`config.mk`:
```
export PLATFORM = sky130hd
export DESIGN_NAME = bcd_tens_tracker
export DESIGN_NICKNAME = d
export VERILOG_FILES = /design/src/rtl/bcd_tens_tracker.sv
export SDC_FILE = /design/constraint.sdc
export NUM_CORES = 1
export LEC_CHECK = 0
export BUFFER_PORTS_ARGS = -buffer_cell sky130_fd_sc_hd__buf_2
export CAP_MARGIN = 20
export CORE_UTILIZATION = 51
export DETAILED_ROUTE_END_ITERATION = 16
export HOLD_SLACK_MARGIN = 0.12
export PLACE_DENSITY = 0.8
export SLEW_MARGIN = 40
export SYNTH_ARGS = -nofsm -noshare
export SYNTH_HDL_FRONTEND = slang
export SYNTH_SLANG_ARGS = --single-unit
```
`constraint.sdc`:
```
create_clock -name clk -period 2.8 [get_ports clk]
set_input_delay 0.42 -clock clk [delete_from_list [all_inputs] [get_ports clk]]
set_output_delay 0.42 -clock clk [all_outputs]
set_load 0.01 [all_outputs]
```
`src/rtl/bcd_tens_tracker.sv`:
```
// -----------------------------------------------------------------------------
// bcd_tens_tracker
//
// Sits downstream of an up/down BCD ones-digit counter. Every clock it samples
// the counter digit {A,B,C,D} and the counter direction x, and extends the
// count with a tens digit by watching for 9->0 (up) and 0->9 (down) wraps.
// It drives registered 7-segment codes for both digits. A sticky error is
// raised on non-BCD codes, on jumps that are not a single step, and
// (optionally) on steps that disagree with the registered direction.
//
// Parameters
//   LEADING_BLANK : 1 = tens display blank (7'h00) while tens==0 in TRACK
//   CHECK_DIR     : 1 = a step against the registered direction is a fault
//
// Ports
//   clk            in   rising-edge clock shared with the ones counter
//   rst            in   asynchronous, active-low reset
//   A,B,C,D        in   ones digit from the counter, A is the MSB
//   x              in   counter direction, 0 = up, 1 = down
//   clr            in   synchronous clear back to INIT
//   tens[3:0]      out  tens digit 0..9
//   valid          out  1 while tracking
//   carry, borrow  out  one-cycle pulses on ones up/down wraps
//   ovf, unf       out  one-cycle pulses on tens up/down wraps
//   err            out  sticky fault flag
//   seg_ones[6:0]  out  {g,f,e,d,c,b,a} active-high code for the ones digit
//   seg_tens[6:0]  out  same encoding for the tens digit
// -----------------------------------------------------------------------------
module bcd_tens_tracker #(
    parameter bit LEADING_BLANK = 1'b1,
    parameter bit CHECK_DIR     = 1'b1
) (
    input  logic       clk,
    input  logic       rst,
    input  logic       A,
    input  logic       B,
    input  logic       C,
    input  logic       D,
    input  logic       x,
    input  logic       clr,
    output logic [3:0] tens,
    output logic       valid,
    output logic       carry,
    output logic       borrow,
    output logic       ovf,
    output logic       unf,
    output logic       err,
    output logic [6:0] seg_ones,
    output logic [6:0] seg_tens
);

    typedef enum logic [1:0] {
        S_INIT  = 2'd0,
        S_TRACK = 2'd1,
        S_FAULT = 2'd2
    } state_t;

    localparam logic [6:0] SEG_E     = 7'h79;
    localparam logic [6:0] SEG_BLANK = 7'h00;

    // 7-segment code of a BCD digit; non-BCD inputs never reach a display
    function automatic logic [6:0] seg_code(input logic [3:0] digit);
        case (digit)
            4'd0:    seg_code = 7'h3F;
            4'd1:    seg_code = 7'h06;
            4'd2:    seg_code = 7'h5B;
            4'd3:    seg_code = 7'h4F;
            4'd4:    seg_code = 7'h66;
            4'd5:    seg_code = 7'h6D;
            4'd6:    seg_code = 7'h7D;
            4'd7:    seg_code = 7'h07;
            4'd8:    seg_code = 7'h7F;
            4'd9:    seg_code = 7'h6F;
            default: seg_code = SEG_BLANK;
        endcase
    endfunction

    function automatic logic [6:0] tens_code(input logic [3:0] digit);
        if (LEADING_BLANK && digit == 4'd0)
            tens_code = SEG_BLANK;
        else
            tens_code = seg_code(digit);
    endfunction

    state_t     r_state;
    logic [3:0] r_tens;
    logic [3:0] r_prev;
    logic       r_x_q;
    logic       r_valid;
    logic       r_carry;
    logic       r_borrow;
    logic       r_ovf;
    logic       r_unf;
    logic       r_err;
    logic [6:0] r_seg_ones;
    logic [6:0] r_seg_tens;

    state_t     w_state_nxt;
    logic [3:0] w_tens_nxt;
    logic [3:0] w_prev_nxt;
    logic       w_valid_nxt;
    logic       w_carry_nxt;
    logic       w_borrow_nxt;
    logic       w_ovf_nxt;
    logic       w_unf_nxt;
    logic       w_err_nxt;
    logic [6:0] w_seg_ones_nxt;
    logic [6:0] w_seg_tens_nxt;

    logic [3:0] w_cur;
    logic       w_illegal;
    logic       w_up;
    logic       w_down;
    logic [3:0] w_tens_inc;
    logic [3:0] w_tens_dec;
    logic       w_go_fault;
    logic       w_commit;

    assign w_cur     = {A, B, C, D};
    assign w_illegal = (w_cur > 4'd9);
    // prev is always 0..9, so these cover single steps plus the decade wraps
    assign w_up      = (w_cur == r_prev + 4'd1) || (r_prev == 4'd9 && w_cur == 4'd0);
    assign w_down    = (r_prev != 4'd0 && w_cur == r_prev - 4'd1) ||
                       (r_prev == 4'd0 && w_cur == 4'd9);
    assign w_tens_inc = (r_tens == 4'd9) ? 4'd0 : r_tens + 4'd1;
    assign w_tens_dec = (r_tens == 4'd0) ? 4'd9 : r_tens - 4'd1;

    always_comb begin
        w_state_nxt    = r_state;
        w_tens_nxt     = r_tens;
        w_prev_nxt     = r_prev;
        w_valid_nxt    = r_valid;
        w_carry_nxt    = 1'b0;
        w_borrow_nxt   = 1'b0;
        w_ovf_nxt      = 1'b0;
        w_unf_nxt      = 1'b0;
        w_err_nxt      = r_err;
        w_seg_ones_nxt = r_seg_ones;
        w_seg_tens_nxt = r_seg_tens;
        w_go_fault     = 1'b0;
        w_commit       = 1'b0;

        if (clr) begin
            w_state_nxt    = S_INIT;
            w_tens_nxt     = 4'd0;
            w_err_nxt      = 1'b0;
            w_valid_nxt    = 1'b0;
            w_seg_ones_nxt = SEG_BLANK;
            w_seg_tens_nxt = SEG_BLANK;
        end else begin
            case (r_state)
                S_INIT: begin
                    if (w_illegal) begin
                        w_go_fault = 1'b1;
                    end else begin
                        w_state_nxt = S_TRACK;
                        w_valid_nxt = 1'b1;
                        w_commit    = 1'b1;
                    end
                end
                S_TRACK: begin
                    if (w_illegal) begin
                        w_go_fault = 1'b1;
                    end else if (w_cur == r_prev) begin
                        w_commit = 1'b1;
                    end else if (w_up) begin
                        // the step was taken under last cycle's direction
                        if (CHECK_DIR && r_x_q) begin
                            w_go_fault = 1'b1;
                        end else begin
                            w_commit = 1'b1;
                            if (r_prev == 4'd9) begin
                                w_carry_nxt = 1'b1;
                                w_ovf_nxt   = (r_tens == 4'd9);
                                w_tens_nxt  = w_tens_inc;
                            end
                        end
                    end else if (w_down) begin
                        if (CHECK_DIR && !r_x_q) begin
                            w_go_fault = 1'b1;
                        end else begin
                            w_commit = 1'b1;
                            if (r_prev == 4'd0) begin
                                w_borrow_nxt = 1'b1;
                                w_unf_nxt    = (r_tens == 4'd0);
                                w_tens_nxt   = w_tens_dec;
                            end
                        end
                    end else begin
                        w_go_fault = 1'b1;
                    end
                end
                S_FAULT: begin
                    // latched until clr or rst
                end
                default: begin
                    w_state_nxt = S_INIT;
                end
            endcase

            if (w_go_fault) begin
                w_state_nxt    = S_FAULT;
                w_err_nxt      = 1'b1;
                w_valid_nxt    = 1'b0;
                w_seg_ones_nxt = SEG_E;
                w_seg_tens_nxt = SEG_E;
            end else if (w_commit) begin
                // displays follow the new digit values on the same edge
                w_prev_nxt     = w_cur;
                w_seg_ones_nxt = seg_code(w_cur);
                w_seg_tens_nxt = tens_code(w_tens_nxt);
            end
        end
    end

    always_ff @(posedge clk or negedge rst) begin
        if (!rst) begin
            r_state    <= S_INIT;
            r_tens     <= 4'd0;
            r_prev     <= 4'd0;
            r_x_q      <= 1'b0;
            r_valid    <= 1'b0;
            r_carry    <= 1'b0;
            r_borrow   <= 1'b0;
            r_ovf      <= 1'b0;
            r_unf      <= 1'b0;
            r_err      <= 1'b0;
            r_seg_ones <= SEG_BLANK;
            r_seg_tens <= SEG_BLANK;
        end else begin
            r_state    <= w_state_nxt;
            r_tens     <= w_tens_nxt;
            r_prev     <= w_prev_nxt;
            r_x_q      <= x;
            r_valid    <= w_valid_nxt;
            r_carry    <= w_carry_nxt;
            r_borrow   <= w_borrow_nxt;
            r_ovf      <= w_ovf_nxt;
            r_unf      <= w_unf_nxt;
            r_err      <= w_err_nxt;
            r_seg_ones <= w_seg_ones_nxt;
            r_seg_tens <= w_seg_tens_nxt;
        end
    end

    assign tens     = r_tens;
    assign valid    = r_valid;
    assign carry    = r_carry;
    assign borrow   = r_borrow;
    assign ovf      = r_ovf;
    assign unf      = r_unf;
    assign err      = r_err;
    assign seg_ones = r_seg_ones;
    assign seg_tens = r_seg_tens;

endmodule

```
# Word level (Yosys, flattened, before mapping)
# Memories as Yosys holds them, arrays and structs flattened.
# Cells that the tools add are included.
# op_classes
n_mux	76
add_sub_neg	4
bitwise	2
magnitude_cmp	1
reduce_logical	18
n_eq_ne	11
# ops
operator	count
$mux W4	13
$mux W1	50
$mux W7	7
$logic_not A4 Y1	4
$eq A4 B4 Y1	3
$eq A4 B4 Y1 const B	3
$add A4 B1 Y4 const B	2
$sub A4 B1 Y4 const B	2
$mux W2	3
$reduce_bool A3 Y1	2
$gt A4 B4 Y1 const B	1
$ne A4 B4 Y1 const B	1
$pmux W1 S2	2
$pmux W2 S2	1
$reduce_and A2 Y1	2
$reduce_bool A4 Y1	1
$logic_and A1 B1 Y1	3
$ne A3 B1 Y1 const B	1
$ne A3 B2 Y1 const B	1
$reduce_and A3 Y1	1
$eq A2 B1 Y1 const B	1
$eq A2 B2 Y1 const B	1
$logic_not A2 Y1	1
$logic_or A1 B1 Y1	2
3 further kinds	4
# word_totals
ff_bits	31
rom_bits	224
n_memories	2
# mem_list
name	depth	word_bits	read_ports	rd_ports_with_merged_regs	wr	line_no	source
(name not given)	16	7	1	0	0	63	case (digit)
(name not given)	16	7	1	0	0	63	

# Longest topological paths before layout
# depth
depth_word	15
depth_mapped	15

# Worst setup path before layout
# No wires, ideal clock.
# synth_timing
path_kind	register to register
from	reg r_prev[0]
to	reg r_seg_tens[3] (netlist: seg_tens[3])
period_less_slack_ps	2950
slack_ps	-150
arrival_time_ps	2824
path_stages_with_launch	14
required_time_ps	2674
n_path_buf	0
path_cell_list	dfrtp_1 -> inv_1 -> ha_1 -> xor2_1 -> nand2b_1 -> o31ai_1 -> nand2_1 -> a21oi_1 -> xnor2_1 -> ha_1 -> nor2_1 -> o21ai_0 -> a21boi_1 -> a221o_1
# synth_between
elab_chain_len	15
# synth_rtl
element	line_no	source
start: declaration	87	logic [3:0] r_prev;
start signal: assignment	233	r_prev <= w_prev_nxt;
$sub A4 B1 Y4	123	assign w_down = (r_prev != 4'd0 && w_cur == r_prev - 4'd1) ||
$eq A4 B4 Y1	123	
$logic_and A1 B1 Y1	123	
$logic_or A1 B1 Y1	123	
$mux W4	178	end else if (w_down) begin
$mux W4	166	end else if (w_up) begin
$mux W4	164	end else if (w_cur == r_prev) begin
$mux W4	162	if (w_illegal) begin
$mux W4	151	case (r_state)
$mux W4	143	if (clr) begin
$mem_v2 Z16 W7 or $logic_not A4 Y1 (tied branches)	--	
$mux W7	79	if (LEADING_BLANK && digit == 4'd0)
$mux W7	207	end else if (w_commit) begin
$mux W7	201	if (w_go_fault) begin
$mux W7	143	
end signal: assignment	242	r_seg_tens <= w_seg_tens_nxt;
end: declaration	96	logic [6:0] r_seg_tens;
# Several ways; a longest one is shown, not always the timed one. The select of a mux whose other input is x is not followed.
# A chain may end at the register's enable or synchronous reset.

# Final worst setup path
# layout_timing
from	reg r_prev[1]
to	reg r_seg_tens[3] (netlist: seg_tens[3])
# The elaborated chain is that of the path after synthesis.

==> flow_summary.ini <==
[pwr]
pwr_per_cell_area_nw_per_um2 = 820
cellLeakagePower_nw = 1.29
vdd_drop_max_mv = 0.495

[routing]
drtAntennaViolNets = 0
routed_wl_um = 5330
viasPerCell = 5.88
first_pass_iters = 4
drt-initial-drc-count = 151
num_vias = 1974
detail_routed_net_length_per_standard_cell_um = 15.9
drc = 0

[clocking]
tritoncts = done
clock_buffers_created_by_tritoncts = 5
cts-root-to-sink-buffers = 2
htreeDepth = 2
clkLatencyLatePin_ps = 290
clkSlewWorstSetupHoldPaths_ps = 70
cts.root.buffer_cell = sky130_fd_sc_hd__clkbuf_8
cts.hold.buffers_added = 0
cts_sinks = 31

[place]
dpl.hpwl_um = 3610
gp_routability_congestion = 0.902
placed_cell_area_um2 = 2420
port-buffer-count = 31
post-place-cells = 323

[grt]
largest_net_degree_at_the_start_of_global_routing = 32
gr-total-overflow = 0
number_of_antenna_violations_at_the_first_check_in_global_routing = 0
global_route_wire_length_before_repair_um = 8360
vias_in_the_first_global_route = 1891
grt_util_all_layers_pct = 25.5

[floorplan]
chipWidth_um = 65.7
core_area_um2 = 3770
initial_utilization_pct = 54.8
die_outline_height_um = 65.7
io_pins = 32
placement_rows = 22
die_footprint_um2 = 4310

[cells_and_area]
post_route_cells_drive_above_1_share_pct = 34.7
fillCellCount = 301
final-instance-count-excl-fill = 336
synthToLayoutAreaGrowth_pct = 29.7
finalInstanceArea_um2 = 2680
antennaDiodeCount = 0
nets = 313
final_core_util_pct = 71.1

[critical_path]
r2r-start = r_prev[1]$_DFFE_PN0P_
path_class = register to register
timing.critical_path.to_type = register
timing.reg2reg.worst_path_depth = 13
regToRegSetupSlack_ps = 90
critical_path.startpoint_type = register
critical_path_required_ps = 2970
worst_r2r_endpoint = seg_tens[3]$_DFFE_PN0P_
timing.critical_path.arrival_ps = 2890
worstPathMaxFanout = 4

[sta]
layout_worst_path_cycle_share_pct = 96.9
shortest_clock_period_the_worst_path_allows_after_layout_ps = 2710
number_of_failing_hold_endpoints_at_the_final_stage = 0
finalSetupViolCount = 0
worst_clock_skew_ps = 6.93
max_freq_ghz = 0.368
final_max_tran_viols = 0
maxSlewHeadroom_pct = 53.1
worst-slew-pin-transition_ps = 704

[logic_synthesis]
synth-edff-count = 0
synth-seq-area-share_pct = 37.5
synthesis.instances = 233
synth.top_cells.by_count = sky130_fd_sc_hd__dfrtp_1 (31), sky130_fd_sc_hd__nor2_1 (31), sky130_fd_sc_hd__nand2_1 (19)
synthesis.area_um2 = 2070
synth_top_flop_cell = sky130_fd_sc_hd__dfrtp_1
synth_area_per_cell_um2 = 8.88
synth.top_cell.area_share_pct = 37.5
yosys.cell_types.count = 55
biggest_area_consumer_among_synthesized_cells = sky130_fd_sc_hd__dfrtp_1
yosys_warnings = 0
ys_ff_latch = 31
postSynth.asyncResetShare_pct = 100
syn_nets = 258
synthTopCellsByArea = sky130_fd_sc_hd__dfrtp_1 (38%), sky130_fd_sc_hd__ha_1 (10%), sky130_fd_sc_hd__nor2_1 (5.6%)

[run_status]
outcome = finished, final reports clean

[min_path]
hold_path_class = primary input to asynchronous set/reset pin

[run]
timing.max_cap.violations = 0
## sequential cells by signal (all words and copies together) (netlist names)
signal and flops:
seg_tens 7, r_prev 4, valid 1, ovf 1
unf 1, seg_ones 7, r_state 2, err 1
r_x_q 1, carry 1, tens 4, borrow 1
## critical path, cell delays in order (launching register included)
cell and delay [ps]:
sky130_fd_sc_hd__dfrtp_1 390, sky130_fd_sc_hd__inv_2 100, sky130_fd_sc_hd__ha_4 210, sky130_fd_sc_hd__xor2_2 150
sky130_fd_sc_hd__nand2b_4 160, sky130_fd_sc_hd__o31ai_4 290, sky130_fd_sc_hd__nand2_2 120, sky130_fd_sc_hd__a21oi_4 150
sky130_fd_sc_hd__xnor2_2 120, sky130_fd_sc_hd__buf_4 160, sky130_fd_sc_hd__buf_4 130, sky130_fd_sc_hd__ha_1 290
sky130_fd_sc_hd__nand2_1 50, sky130_fd_sc_hd__a221o_1 280
## routing by layer
metal / part of all wire (%) / GRT usage, % / routed length [µm] / up-vias
met5: 0 / 0 / 0 / -
met4: 1.8 / 9.78 / 97 / 0
met3: 5.9 / 5.03 / 314 / 16
met2: 50 / 43.2 / 2650 / 81
met1: 43 / 31.5 / 2270 / 948
li1: - / - / - / 929
## logic make-up (layout without fill, tap and decap cells)
| group | after synthesis | count (layout) | synth area share [%] |
|---|---|---|---|
| adder cells (fa/ha/maj) | 17 | 17 | 10.3 |
| buffers and inverters | 23 | 78 | 4.48 |
| AO/OA/AOI/OAI | 52 | 52 | 17.8 |
| AND/OR/NAND/NOR | 95 | 95 | 22.9 |
| multiplexers | 4 | 4 | 2.06 |
| XOR/XNOR | 11 | 11 | 5.02 |
| flip-flops | 31 | 31 | 37.5 |
## metrics by stage
step	hold slack (ps)	power [mW]	TNS, ps	worst slack, ps
floorplan	124	1.33	0	14.7
global placement	464	1.63	0	14.4
detailed placement	470	1.66	-32.2	-27.8
CTS	205	2.03	0	7.99
global route	231	2.35	-154	-50.2
finish	177	2.20	0	86.1
## worst max path at each step
| stage | startpoint | cells after the start | endpoint | slack, ps |
|---|---|---|---|---|
| 4_1_cts | r_prev[0]$_DFFE_PN0P_ | 11 | seg_tens[3]$_DFFE_PN0P_ | 8 |
| 3_5_place_dp | C | 13 | seg_tens[3]$_DFFE_PN0P_ | -30 |
| 3_3_place_gp | C | 13 | seg_tens[3]$_DFFE_PN0P_ | 10 |
| 5_1_grt | r_prev[1]$_DFFE_PN0P_ | 13 | seg_tens[0]$_DFFE_PN0P_ | -50 |
| 2_1_floorplan | r_prev[0]$_DFFE_PN0P_ | 13 | seg_tens[3]$_DFFE_PN0P_ | 10 |
| 6_report | r_prev[1]$_DFFE_PN0P_ | 13 | seg_tens[3]$_DFFE_PN0P_ | 90 |
## layout by cell type (no fill, tap or decap), drive strengths merged, types with 2 or more instances in the layout
master / n
o32ai: 3
nor3b: 2
nor2: 32
a211oi: 5
nor4: 2
o21ai: 14
and2: 2
nand2b: 4
buf: 59
mux2i: 2
xor2: 6
clkbuf: 6
nand2: 19
a21boi: 2
nand4: 2
ha: 17
o211ai: 2
nor2b: 4
o22ai: 2
inv: 12
a21oi: 8
o31ai: 3
mux2: 2
nand3b: 2
dfrtp: 31
nand3: 8
nor4b: 2
xnor2: 5
a221o: 2
o311ai: 2
nor3: 9
## repair_timing
item / 4_1_cts / 5_1_grt
resized for setup: 0 / 28
setup endpoints to repair: 0 / 8
setup buffers: 0 / 6
## cell type report
cell class / instances / area, µm² / share of cell area, %
clock inverter: 1 / 5.00 / 0.187
clock buffer: 6 / 82.6 / 3.08
multi-input combinational: 179 / 1350 / 50.1
sequential: 31 / 776 / 28.9
inverter: 12 / 45.0 / 1.68
timing repair buffer: 59 / 369 / 13.8
tap: 48 / 60.1 / 2.24
## power by group
part | switching, mW | internal [mW] | leakage [nW]
clock network | 0.168 | 0.193 | 0.0470
logic | 0.650 | 0.520 | 0.831
registers | 0.0977 | 0.570 | 0.409
total | 0.916 | 1.28 | 1.29
No activity file was read; power rests on OpenSTA's default activity.
